===== src/rtl/fft_capture_pkg.sv =====
// Shared encodings for the FFT capture ping-pong controller.
package fft_capture_pkg;

    localparam int FRAME_LEN_DEFAULT = 1024;

    // Per-bank ownership state.
    typedef enum logic [1:0] {
        BANK_FREE    = 2'd0,
        BANK_FILLING = 2'd1,
        BANK_FULL    = 2'd2,
        BANK_READING = 2'd3
    } bank_status_e;

    // Write-side sequencing state.
    typedef enum logic [2:0] {
        W_IDLE  = 3'd0,
        W_ARMED = 3'd1,
        W_FILL  = 3'd2,
        W_WAIT  = 3'd3,
        W_DROP  = 3'd4
    } wr_state_e;

endpackage


===== src/rtl/fft_bank_status.sv =====
// Ownership register for one capture bank. The controller never issues two
// requests for the same bank in one cycle; release wins if it ever did.
module fft_bank_status
    import fft_capture_pkg::*;
(
    input  logic         clk_i,
    input  logic         rst_i,
    input  logic         set_filling_i,
    input  logic         set_full_i,
    input  logic         set_reading_i,
    input  logic         release_i,
    output bank_status_e status_o
);

    bank_status_e status_q;
    bank_status_e status_d;

    // Next ownership state from the request strobes.
    always_comb begin
        status_d = status_q;
        if (release_i) begin
            status_d = BANK_FREE;
        end else if (set_filling_i) begin
            status_d = BANK_FILLING;
        end else if (set_full_i) begin
            status_d = BANK_FULL;
        end else if (set_reading_i) begin
            status_d = BANK_READING;
        end
    end

    // Ownership register, cleared to FREE on reset.
    always_ff @(posedge clk_i) begin
        if (rst_i) begin
            status_q <= BANK_FREE;
        end else begin
            status_q <= status_d;
        end
    end

    assign status_o = status_q;

endmodule


===== src/rtl/fft_capture_bank_ctrl.sv =====
// Ping-pong bank steering for the FFT capture path.
//
// state   | meaning
// W_IDLE  | between frames; reserve a FREE bank when ENABLE is set
// W_ARMED | bank reserved, waiting for a beat at address 0
// W_FILL  | writing the frame into the reserved bank
// W_WAIT  | enabled but no FREE bank; a frame starting now is dropped
// W_DROP  | discarding the current frame until its end beat
module fft_capture_bank_ctrl
    import fft_capture_pkg::*;
#(
    parameter int BRAM_DEPTH = 10,
    parameter int FRAME_LEN  = FRAME_LEN_DEFAULT,
    parameter int CNT_WIDTH  = 16
) (
    input  logic                  ACLK,
    input  logic                  ARESET,
    input  logic                  ENABLE,
    input  logic                  CAP_W_ENABLE,
    input  logic [BRAM_DEPTH-1:0] CAP_ADDR,
    input  logic                  CAP_LAST,
    output logic                  BANK0_W_ENABLE,
    output logic                  BANK1_W_ENABLE,
    output logic [BRAM_DEPTH-1:0] BANK_ADDR,
    input  logic                  RD_REQ,
    input  logic                  RD_DONE,
    output logic                  RD_GRANT,
    output logic                  RD_BANK,
    output logic                  FRAME_READY,
    output logic [CNT_WIDTH-1:0]  FRAME_CNT,
    output logic [CNT_WIDTH-1:0]  DROP_CNT
);

    localparam logic [BRAM_DEPTH-1:0] LAST_ADDR = BRAM_DEPTH'(FRAME_LEN - 1);

    wr_state_e             state_q, state_d;
    logic                  wr_bank_q, wr_bank_d;
    logic                  pref_q, pref_d;
    logic                  oldest_q, oldest_d;
    logic                  rd_grant_q, rd_grant_d;
    logic                  rd_bank_q, rd_bank_d;
    logic                  frame_ready_q, frame_ready_d;
    logic [CNT_WIDTH-1:0]  frame_cnt_q, frame_cnt_d;
    logic [CNT_WIDTH-1:0]  drop_cnt_q, drop_cnt_d;

    bank_status_e          status0, status1;
    logic                  free0, free1, full0, full1;
    logic                  start_beat, end_beat, wr_active;
    logic                  reserve, reserve_bank, complete, disarm, drop;
    logic                  grant, grant_bank, done;
    logic [1:0]            set_filling, set_full, set_reading, release_bank;

    assign free0      = (status0 == BANK_FREE);
    assign free1      = (status1 == BANK_FREE);
    assign full0      = (status0 == BANK_FULL);
    assign full1      = (status1 == BANK_FULL);
    assign start_beat = CAP_W_ENABLE && (CAP_ADDR == '0);
    assign end_beat   = CAP_W_ENABLE && ((CAP_ADDR == LAST_ADDR) || CAP_LAST);

    // Zero-latency write path so data from the capture writer stays aligned.
    assign wr_active      = (state_q == W_FILL) || ((state_q == W_ARMED) && (CAP_ADDR == '0));
    assign BANK0_W_ENABLE = CAP_W_ENABLE && wr_active && !wr_bank_q;
    assign BANK1_W_ENABLE = CAP_W_ENABLE && wr_active && wr_bank_q;
    assign BANK_ADDR      = CAP_ADDR;

    // Write FSM: next state and bank events.
    always_comb begin
        state_d      = state_q;
        wr_bank_d    = wr_bank_q;
        reserve      = 1'b0;
        reserve_bank = 1'b0;
        complete     = 1'b0;
        disarm       = 1'b0;
        drop         = 1'b0;
        case (state_q)
            W_IDLE: begin
                if (ENABLE) begin
                    if (free0 || free1) begin
                        reserve      = 1'b1;
                        reserve_bank = (free0 && free1) ? pref_q : !free0;
                        wr_bank_d    = reserve_bank;
                        state_d      = W_ARMED;
                    end else begin
                        state_d = W_WAIT;
                    end
                end
            end
            W_ARMED: begin
                if (start_beat) begin
                    if (end_beat) begin
                        complete = 1'b1;
                        state_d  = W_IDLE;
                    end else begin
                        state_d = W_FILL;
                    end
                end else if (!ENABLE) begin
                    disarm  = 1'b1;
                    state_d = W_IDLE;
                end
            end
            W_FILL: begin
                if (end_beat) begin
                    complete = 1'b1;
                    state_d  = W_IDLE;
                end
            end
            W_WAIT: begin
                if (free0 || free1 || !ENABLE) begin
                    state_d = W_IDLE;
                end else if (start_beat) begin
                    drop    = 1'b1;
                    state_d = end_beat ? W_IDLE : W_DROP;
                end
            end
            W_DROP: begin
                if (end_beat) begin
                    state_d = W_IDLE;
                end
            end
            default: state_d = W_IDLE;
        endcase
    end

    // Reader grant/release and the bookkeeping that follows bank events.
    always_comb begin
        grant      = !rd_grant_q && RD_REQ && (full0 || full1);
        grant_bank = (full0 && full1) ? oldest_q : !full0;
        done       = rd_grant_q && RD_DONE;

        rd_grant_d = rd_grant_q;
        rd_bank_d  = rd_bank_q;
        if (grant) begin
            rd_grant_d = 1'b1;
            rd_bank_d  = grant_bank;
        end else if (done) begin
            rd_grant_d = 1'b0;
        end

        pref_d      = pref_q;
        oldest_d    = oldest_q;
        frame_cnt_d = frame_cnt_q;
        if (complete) begin
            pref_d   = !wr_bank_q;
            oldest_d = !oldest_q;
            if (frame_cnt_q != '1) begin
                frame_cnt_d = frame_cnt_q + CNT_WIDTH'(1);
            end
        end

        drop_cnt_d = drop_cnt_q;
        if (drop && (drop_cnt_q != '1)) begin
            drop_cnt_d = drop_cnt_q + CNT_WIDTH'(1);
        end

        frame_ready_d = full0 || full1;

        set_filling[0]  = reserve && !reserve_bank;
        set_filling[1]  = reserve && reserve_bank;
        set_full[0]     = complete && !wr_bank_q;
        set_full[1]     = complete && wr_bank_q;
        set_reading[0]  = grant && !grant_bank;
        set_reading[1]  = grant && grant_bank;
        release_bank[0] = (disarm && !wr_bank_q) || (done && !rd_bank_q);
        release_bank[1] = (disarm && wr_bank_q) || (done && rd_bank_q);
    end

    // Controller registers; reset abandons any frame in flight.
    always_ff @(posedge ACLK) begin
        if (ARESET) begin
            state_q       <= W_IDLE;
            wr_bank_q     <= 1'b0;
            pref_q        <= 1'b0;
            oldest_q      <= 1'b0;
            rd_grant_q    <= 1'b0;
            rd_bank_q     <= 1'b0;
            frame_ready_q <= 1'b0;
            frame_cnt_q   <= '0;
            drop_cnt_q    <= '0;
        end else begin
            state_q       <= state_d;
            wr_bank_q     <= wr_bank_d;
            pref_q        <= pref_d;
            oldest_q      <= oldest_d;
            rd_grant_q    <= rd_grant_d;
            rd_bank_q     <= rd_bank_d;
            frame_ready_q <= frame_ready_d;
            frame_cnt_q   <= frame_cnt_d;
            drop_cnt_q    <= drop_cnt_d;
        end
    end

    fft_bank_status u_bank0 (
        .clk_i         (ACLK),
        .rst_i         (ARESET),
        .set_filling_i (set_filling[0]),
        .set_full_i    (set_full[0]),
        .set_reading_i (set_reading[0]),
        .release_i     (release_bank[0]),
        .status_o      (status0)
    );

    fft_bank_status u_bank1 (
        .clk_i         (ACLK),
        .rst_i         (ARESET),
        .set_filling_i (set_filling[1]),
        .set_full_i    (set_full[1]),
        .set_reading_i (set_reading[1]),
        .release_i     (release_bank[1]),
        .status_o      (status1)
    );

    assign RD_GRANT    = rd_grant_q;
    assign RD_BANK     = rd_bank_q;
    assign FRAME_READY = frame_ready_q;
    assign FRAME_CNT   = frame_cnt_q;
    assign DROP_CNT    = drop_cnt_q;

endmodule


===== config.mk =====
export PLATFORM = sky130hd
export DESIGN_NAME = fft_capture_bank_ctrl
export DESIGN_NICKNAME = d
export VERILOG_FILES = /design/src/rtl/fft_capture_pkg.sv /design/src/rtl/fft_bank_status.sv /design/src/rtl/fft_capture_bank_ctrl.sv
export SDC_FILE = /design/constraint.sdc
export NUM_CORES = 1
export LEC_CHECK = 0
export ABC_AREA = 1
export CORE_ASPECT_RATIO = 1.1
export CORE_UTILIZATION = 51
export DETAILED_ROUTE_END_ITERATION = 6
export PLACE_DENSITY = 0.86
export SLEW_MARGIN = 10
export SYNTH_ARGS = -nofsm -noshare
export SYNTH_HDL_FRONTEND = slang
export SYNTH_SLANG_ARGS = --single-unit

===== constraint.sdc =====
create_clock -name ACLK -period 2.15 [get_ports ACLK]
set_input_delay 0.43 -clock ACLK [delete_from_list [all_inputs] [get_ports ACLK]]
set_output_delay 0.43 -clock ACLK [all_outputs]
set_load 0.01 [all_outputs]

==> summary.md <==
| Metric | Value |
|---|---|
| Worst Max-Slew Pin Slew | 0.424 ns |
| Slew headroom | 71.7% |
| Syn avg cell area | 6.80 um2 |
| Syn. warnings | 0 |
| Worst R2R Setup Slack | 0.30 ns |
| Hold endpoint | oldest_q |
| FF+latch count, synth | 45 |
| Top cells by count, synth | nand2_1 (111), nor2_1 (61), dfxtp_1 (45), nand3_1 (37), inv_1 (35) |
| CTS tree | built |
| Biggest area consumer among synthesized cells | dfxtp_1 |
| DR vias | 3136 |
| CTS Buf Count | 5 |
| Ports | 64 |
| CP startpoint kind | input port |
| Crit Reg-Reg Startpoint | DROP_CNT[0] |
| Post-Syn Area | 2930 um2 |
| Distinct cells, synth | 37 |
| R2R cell count | 10 |
| Area Growth Syn to Fin | 33.3% |
| Final Power | 1.96 mW |
| Synth top area share | 30.8% |
| FFs w/ async S/R, synth | 0% |
| Power Density | 503 nW/um2 |
| Synthesized instance count | 430 |
| Seq/Total Area, Yosys | 30.8% |
| Starting Density | 53.5% |
| Post-DP HPWL | 5780 um |
| FMAX | 479 MHz |
| Root buffer cell | clkbuf_8 |
| Total negative slack | 0 ns |
| Fin. Hold Viols | 0 |
| Worst Min Path Start | oldest_q |
| Maximum number of pins on one net before global-route repair | 22 |
| Worst-case clock buffer depth | 2 |
| Antenna Cells | 0 |
| Max rail drop VDD | 317 uV |
| DRT antenna net count | 0 |
| Number of clock sinks | 45 |
| First-pass GRT wire length | 12600 um |
| FP Rows | 28 |
| R2r endpoint | DROP_CNT[2] |
| Initial DRT Pass Iterations | 7 |
| CP max FO | 3 |
| Min-Delay Path Class | register to register |
| Kind of critical path | input port to output port |
| Worst Path Arrival | 1.66 ns |
| Overall global routing resource usage | 26.7% |
| Via density | 5.30 |
| Clock Power Share | 27.4% |
| DR DRC count | 0 |
| Period utilization | 97.1% |
| Nets | 536 |
| Syn Nets | 449 |
| Post-synth EDFFs | 0 |
| Sw Share | 31.6% |
| Max-cap violation count | 0 |
| Post-layout minimum cycle time | 2.09 ns |
| Status | finished, final reports clean |
| Share of layout cells above drive strength 1 | 17.6% |
| Lkg Pwr | 1.48 nW |
| Combinational share of power | 25.8% |
| Slew Limit Fails | 0 |
| Routed wire length | 7830 um |
| Initial antenna violation count | 0 |
| Die Y | 81.4 um |
| Hold_buf cts | 0 |
| Internal | 1.34 mW |
| Hold path depth | 2 |
| Initial DRC Count | 145 |
| Clk slew on worst S/H paths | 0.08 ns |
| Chip width | 74.2 um |
| PortBufs | 63 |
| Clk_lat worst skew | 0.30 ns |
| NetSw | 619 uW |
| Prevailing post-synth register cell | dfxtp_1 |
| Routability cong. | 0.888 |
| Detail-routed net length per standard cell | 13.2 um |
| Clk_skew | 0.00858 ns |
| Htree depth | 2 |
| Final setup fails | 0 |
| Area contributors post-synth | dfxtp_1 (31%), nand2_1 (14%), nor2_1 (7.8%) |
| Crit end category | output port |
| CORE AREA | 5470 um2 |
| Grt ovf | 0 |
| Sequential Power Share | 46.8% |
| Number of global-route vias before repair | 2905 |
| Most numerous cell in the Yosys netlist | nand2_1 |
| Die area | 6040 um2 |
| Crit path required time | 1.72 ns |
==> layout make-up <==
cell class | instances | area, um2
multi-input cells | 328 | 1750
fillers | 452 | 1570
repair buffers | 99 | 920
flip-flops and latches | 45 | 901
inverters | 38 | 148
well taps | 75 | 93.8
clock buffers | 7 | 86.3
==> cells by family after synthesis <==
kind of cell | synth area share (%)
AO/OA/AOI/OAI | 11.2
AND/OR/NAND/NOR | 41.4
adder cells (fa/ha/maj) | 0.855
flip-flops | 30.8
buffers and inverters | 10.4
XOR/XNOR | 5.39
==> cell usage in the layout, fill, tap and decap left out, types with 2 or more instances in the layout <==
cell type,Yosys,final
a21oi_1,25,25
a21oi_2,10,10
buf_2,0,2
buf_4,10,35
clkbuf_8,0,6
clkdlybuf4s50_1,0,53
dfxtp_1,45,45
dlymetal6s2s_1,0,7
ha_1,2,2
inv_1,35,35
inv_2,2,2
nand2_1,111,109
nand2_2,2,4
nand2_4,2,2
nand3_1,37,36
nand3_2,11,12
nand4_1,14,14
nor2_1,61,58
nor2_2,6,8
nor2_4,2,3
nor3_1,3,3
o21ai_0,9,8
o21ai_1,2,3
o21bai_1,2,2
xnor2_1,8,8
xor2_1,10,10
==> registers in the layout, summed over array words and instances (netlist names) <==
name              count
FRAME_READY           1
DROP_CNT             16
FRAME_CNT            16
oldest_q              1
pref_q                1
u_bank1.status_o      2
state_q               3
u_bank0.status_o      2
RD_BANK               1
RD_GRANT              1
wr_bank_q             1
==> per-layer routing <==
layer  up-vias  share of wire, %  track usage [%]
met4         0               2.1             9.62
met2        94                54             50.9
met1      1459                40             29.2
met3        18               3.9             4.79
met5         -                 0                0
li1       1565                 -                -
==> power groups by stage <==
stage / clock network (mW) / registers (mW) / logic, mW
after floorplan: 0 / 0.932 / 0.321
after global placement: 0 / 0.934 / 0.481
after detailed placement: 0 / 0.935 / 0.490
after CTS: 0.545 / 0.917 / 0.499
after global routing: 0.579 / 0.924 / 0.556
final: 0.537 / 0.918 / 0.507
==> worst max path at each step <==
stage,cells past startpoint,from,endpoint,slack (ns)
finish,3,CAP_ADDR[5],BANK_ADDR[5],0.06
global placement,9,CAP_ADDR[1],BANK1_W_ENABLE,-0.35
CTS,16,CAP_ADDR[1],DROP_CNT[6],0.004
floorplan,7,CAP_ADDR[1],BANK0_W_ENABLE,0.50
detailed placement,9,CAP_ADDR[0],BANK0_W_ENABLE,-0.41
global route,15,CAP_ADDR[0],DROP_CNT[3],-0.003
==> critical path: stages <==
cell	delay (ns)
clkdlybuf4s50_1	0.52
buf_4	0.15
clkdlybuf4s50_1	0.56
==> repair_timing <==
item,in CTS,in global routing
resized for setup,12,13
setup buffers,9,0
pin swaps,2,10
endpoints found under the setup margin,2,24
==> per-stage QoR <==
stage	hold WS [ns]	cell area, um2	std cells	util, %	worst slack [ns]
2_1_floorplan	0.436	2930	430	-	0.503
3_3_place_gp	0.450	3710	576	67.9	-0.349
3_5_place_dp	0.466	3710	576	67.9	-0.410
4_1_cts	0.478	3860	592	70.6	0.00446
5_1_grt	0.501	3900	592	71.3	-0.00273
6_report	0.480	3900	592	71.3	0.0627
Note: power is estimated with default switching activity, not from simulation.
